$ cat config.mk
export PLATFORM = sky130hd
export DESIGN_NAME = nnrv_wb_arb
export DESIGN_NICKNAME = d
export VERILOG_FILES = /design/src/rtl/nnrv_wb_arb.sv
export SDC_FILE = /design/constraint.sdc
export NUM_CORES = 1
export LEC_CHECK = 0
export CELL_PAD_IN_SITES_DETAIL_PLACEMENT = 1
export CELL_PAD_IN_SITES_GLOBAL_PLACEMENT = 2
export CORE_MARGIN = 2
export CORE_UTILIZATION = 22
export DETAILED_ROUTE_END_ITERATION = 6
export PLACE_DENSITY_LB_ADDON = 0.2
export SLEW_MARGIN = 40
export SYNTH_ARGS = -nofsm -noshare
export SYNTH_HDL_FRONTEND = slang
export SYNTH_SLANG_ARGS = --single-unit
$ cat constraint.sdc
create_clock -name i_clk -period 1.9 [get_ports i_clk]
set_input_delay 0.38 -clock i_clk [delete_from_list [all_inputs] [get_ports i_clk]]
set_output_delay 0.38 -clock i_clk [all_outputs]
set_load 0.05 [all_outputs]
$ cat src/rtl/nnrv_wb_arb.sv
// nnrv_wb_arb: register-file write port arbiter between pipeline writeback and a long-latency unit
module nnrv_wb_arb #(
    parameter int XLEN       = 32,
    parameter int STARVE_MAX = 4
) (
    input  logic            i_clk,
    input  logic            i_rst,
    input  logic            i_pipe_w_en,
    input  logic [4:0]      i_pipe_w,
    input  logic [XLEN-1:0] i_pipe_w_reg,
    input  logic            i_ll_issue,
    input  logic [4:0]      i_ll_issue_rd,
    input  logic            i_ll_valid,
    input  logic [4:0]      i_ll_rd,
    input  logic [XLEN-1:0] i_ll_data,
    output logic            o_ll_ready,
    output logic            o_stall_pipe,
    output logic [31:0]     o_busy,
    output logic            o_reg_w_en,
    output logic [4:0]      o_reg_w,
    output logic [XLEN-1:0] o_reg_w_reg
);
    localparam logic [3:0] SMAX = 4'(STARVE_MAX);
    logic            hs;
    logic            sel;
    logic            idle_n;
    logic [3:0]      cnt;
    logic [3:0]      cnt_n;
    logic            stall_n;
    logic [4:0]      addr;
    logic [XLEN-1:0] data;
    logic [31:0]     busy_n;
    always_comb begin
        o_ll_ready = i_rst & ~i_pipe_w_en;
        hs         = i_ll_valid & o_ll_ready;
        sel        = i_pipe_w_en | hs;
        addr       = i_pipe_w_en ? i_pipe_w : i_ll_rd;
        data       = i_pipe_w_en ? i_pipe_w_reg : i_ll_data;
        idle_n     = hs | ~i_ll_valid;
        cnt_n      = idle_n ? 4'd0 : (cnt == SMAX ? cnt : cnt + 4'd1);
        stall_n    = idle_n ? 1'b0 : (cnt_n == SMAX) | o_stall_pipe;
        busy_n     = (o_busy & ~(hs ? 32'(1) << i_ll_rd : 32'd0))
                   | (i_ll_issue ? 32'(1) << i_ll_issue_rd : 32'd0);
        busy_n[0]  = 1'b0;
    end
    always_ff @(posedge i_clk) begin
        if (!i_rst) begin
            cnt          <= '0;
            o_stall_pipe <= 1'b0;
            o_busy       <= '0;
            o_reg_w_en   <= 1'b0;
            o_reg_w      <= '0;
            o_reg_w_reg  <= '0;
        end else begin
            cnt          <= cnt_n;
            o_stall_pipe <= stall_n;
            o_busy       <= busy_n;
            o_reg_w_en   <= sel && addr != 5'd0;
            if (sel) begin
                o_reg_w     <= addr;
                o_reg_w_reg <= data;
            end
        end
    end
endmodule

==> results by group <==
Outcome
  – Outcome: completed

Logic synthesis
  – Syn avg cell area: 8.52 um2
  – Mapped Area: between 3000 and 4000 um2
  – Most numerous cell in the Yosys netlist: nor2_1
  – Largest family of logic cells by synthesized area: simple AND/OR/NAND/NOR gates
  – Post-synthesis sequential area ratio: 44.8%
  – Primary FF master, synth: dfxtp_1
  – EDFF count, synth: 0
  – Post-Syn Instances: about 390
  – Synth top area share: 44.8%
  – Post-Synth Simple-Gate Area: 20.9%
  – Top cells by count, synth: 87 x nor2_1, 74 x dfxtp_1, 38 x a21oi_1, 38 x mux2i_1, 20 x nand2_1
  – Synthesized flop and latch total: 74
  – Ranking of synthesized cells by area: dfxtp_1 45%, mux2i_1 12%, nor2_1 9.9%
  – Area leader, netlist: dfxtp_1
  – Netlist cell types: 34
  – Syn Nets: 474
  – Multiplexer area fraction after synthesis: 11.5%
  – Synth Area in Compound Gates: 17.4%
  – Asr flop ratio synth: 0%
  – YS warnings: 0
  – Synth Area in XOR/XNOR: 0.265%
  – Synth Area in Adders: 0.757%

Power and ir drop
  – Pwr/cell area: 765 nW/um2
  – Lkg Pwr: 2.42 nW
  – Worst vdd rail ir drop: 376 uV

Place
  – Post-place instance area: 5040 um2
  – GP Congestion: 0.785
  – Final HPWL DP: 9190 um
  – Setup WS pre-CTS: -207 ps
  – Port bufs: approximately 150

STA
  – Final Slew Violations: 0
  – Slew headroom: 63.7%
  – Final Hold Fails: 0
  – Unrepaired setup endpoints after global routing: no
  – Period utilization: between 90 and 100%
  – Final setup vio count: 0
  – Worst Slack Setup Final: 39.6 ps
  – Hold Slack: between 400 and 500 ps
  – Setup TNS: 0 ps
  – Worst-margin pin slew: 544 ps
  – Post-layout min period: 1860 ps
  – FMAX: 0.538 GHz
  – Clk_skew: 1.45 ps

Worst setup path
  – Startpoint types: flip-flop
  – CP Max Fanout: 2
  – CP Cell Sequence: clkdlybuf4s50_1
  – R2r setup slk: 610 ps
  – Crit path to: o_reg_w_reg[12]
  – Critical Path End Type: primary output
  – FF-to-FF End: o_stall_pipe$_SDFF_PP0_
  – CP Class: reg2out
  – CP arrival: 1480 ps
  – CP required: 1520 ps
  – Largest stage delay, worst path: 810 ps
  – CP max-delay cell: clkdlybuf4s50_1
  – Reg2reg start: cnt[0]$_SDFF_PN0_
  – Worst r2r path cells: 6
  – Critical path buffer and inverter count: 1
  – Worst path depth: 1
  – Worst Setup SP: o_reg_w_reg[12]$_SDFFE_PN0P_
  – Family with the most delay on the worst path: buffers and inverters

Finish
  – Max FFs per register: 37
  – Area growth syn-to-layout: 61.9%
  – Register area: 1480 um2
  – # fillers: 1,715
  – Fraction of layout cells with a size suffix above 1: between 15 and 20%
  – Final instance area: 5350 um2
  – Total Nets Final: about 630
  – Area of the multi-input gates: approximately 1700 um2

Clock tree
  – Clock latency on the worst-skew pair: around 340 ps
  – # clock sinks: between 70 and 80
  – Worst-path clk slew: 60 ps
  – Setup repair bufs after CTS: 0
  – Cts hold-fix bufs: 0
  – Root buf cell: clkbuf_16
  – Clock tree buffer depth: 2
  – H-tree level count: 3
  – CTS tree: yes
  – TritonCTS Buffers: 9

Global route
  – Largest net degree at the start of global routing: 79
  – First-pass GRT wire length: around 20,000 um
  – Grt ovf: 0
  – Initial antenna violation count: 2
  – Tot GR Track Use: 15.4%
  – Vias in the first global route: 3,642

Drt
  – Avg Vias per Cell: between 4 and 5
  – Via count: 3,453
  – DR pass1 iterations: 4
  – Routed Antenna Nets: 0
  – DRC: 0
  – 1st-iter DRT viols: 168
  – DR WL/cell: 16.7 um
  – Total length of routed wires: 12,300 um

Floorplanning
  – Row count: 44
  – Initial Utilization: 22.7%
  – Die X: approximately 130 um
  – Io pins: 156
  – Core area: around 15,000 um2
  – Die area: 16,000 um2
  – Die Height: 127 um

Worst hold path
  – Worst hold path type: in2reg

Job
  – Max Cap Violations: 0
[worst min-delay path by stage]
stage                                       start                 endpoint  cells after the start
after floorplan                       i_pipe_w[0]  o_reg_w[0]$_SDFFE_PN0P_                      2
after global placement    o_stall_pipe$_SDFF_PP0_  o_stall_pipe$_SDFF_PP0_                      2
after detailed placement  o_stall_pipe$_SDFF_PP0_  o_stall_pipe$_SDFF_PP0_                      2
after CTS                             i_pipe_w_en        cnt[1]$_SDFF_PN0_                      3
after global routing                  i_pipe_w_en        cnt[1]$_SDFF_PN0_                      3
final                                 i_pipe_w_en        cnt[1]$_SDFF_PN0_                      3
[what timing repair did]
action	CTS	global route
setup endpoints to repair	5	17
gates resized for setup	5	17
pin swaps	0	0
cloned	0	0
[layout by cell type, fill, tap and decap left out, types with 2 or more instances in the layout]
| master | count |
|---|---|
| inv_1 | 4 |
| nor3b_1 | 3 |
| mux2i_1 | 38 |
| dlymetal6s2s_1 | 16 |
| buf_12 | 4 |
| a21oi_1 | 38 |
| nor2b_1 | 3 |
| clkbuf_8 | 2 |
| nor2_1 | 86 |
| nor3_1 | 5 |
| o21ai_0 | 18 |
| or3b_2 | 2 |
| dlygate4sd2_1 | 4 |
| nand2_1 | 20 |
| or3_1 | 3 |
| clkinv_2 | 3 |
| a32o_1 | 15 |
| clkdlybuf4s50_1 | 90 |
| o211ai_1 | 16 |
| buf_4 | 58 |
| nand3_1 | 7 |
| clkbuf_16 | 9 |
| and3_1 | 2 |
| nand2b_1 | 4 |
| and3b_1 | 2 |
| or2_2 | 3 |
| buf_2 | 2 |
| nand3b_1 | 6 |
| dfxtp_1 | 74 |
| ha_1 | 2 |
[stage by stage]
step	util (%)	power, mW	cells
after floorplan	-	2.15	388
after global placement	34.6	2.54	719
after detailed placement	34.6	2.55	719
after CTS	36.4	4.17	734
after global routing	36.7	4.30	734
final	36.7	4.10	735
[final cells by class]
class                      count  share of cell area [%]
clock inverter                 3                   0.281
antenna                        1                  0.0468
timing repair buffer         174                    31.0
sequential                    74                    27.7
multi-input combinational    282                    31.5
clock buffer                  12                    4.79
inverter                       5                   0.351
tap                          184                    4.30
[per-layer routing]
layer  part of all wire (%)  vias to the layer above  track usage, %
met5                   0.11                        -               0
met4                    1.5                        2            4.65
met3                     10                       14            8.18
met2                     49                      100            25.9
met1                     40                     1654            16.8
li1                       -                     1683               -
[cell families after synthesis]
family	Yosys count
simple gates	150
compound gates	90
flops	74
mux	38
buf+inv	32
fa+ha+maj	2
other cells	1
xor+xnor	1
[tightest hold or removal path, cell delays in order]
cell	delay [ps]
buf_2	130
nand3_1	170
nor2_1	50
[power by group]
| group | leakage (nW) | switching [mW] | total [mW] | internal [mW] |
|---|---|---|---|---|
| registers | 0.606 | 0.0348 | 1.65 | 1.62 |
| clock network | 0.138 | 0.650 | 1.59 | 0.942 |
| logic | 1.67 | 0.487 | 0.856 | 0.369 |
| total | 2.42 | 1.17 | 4.10 | 2.93 |
No activity file was read; power rests on OpenSTA's default activity.
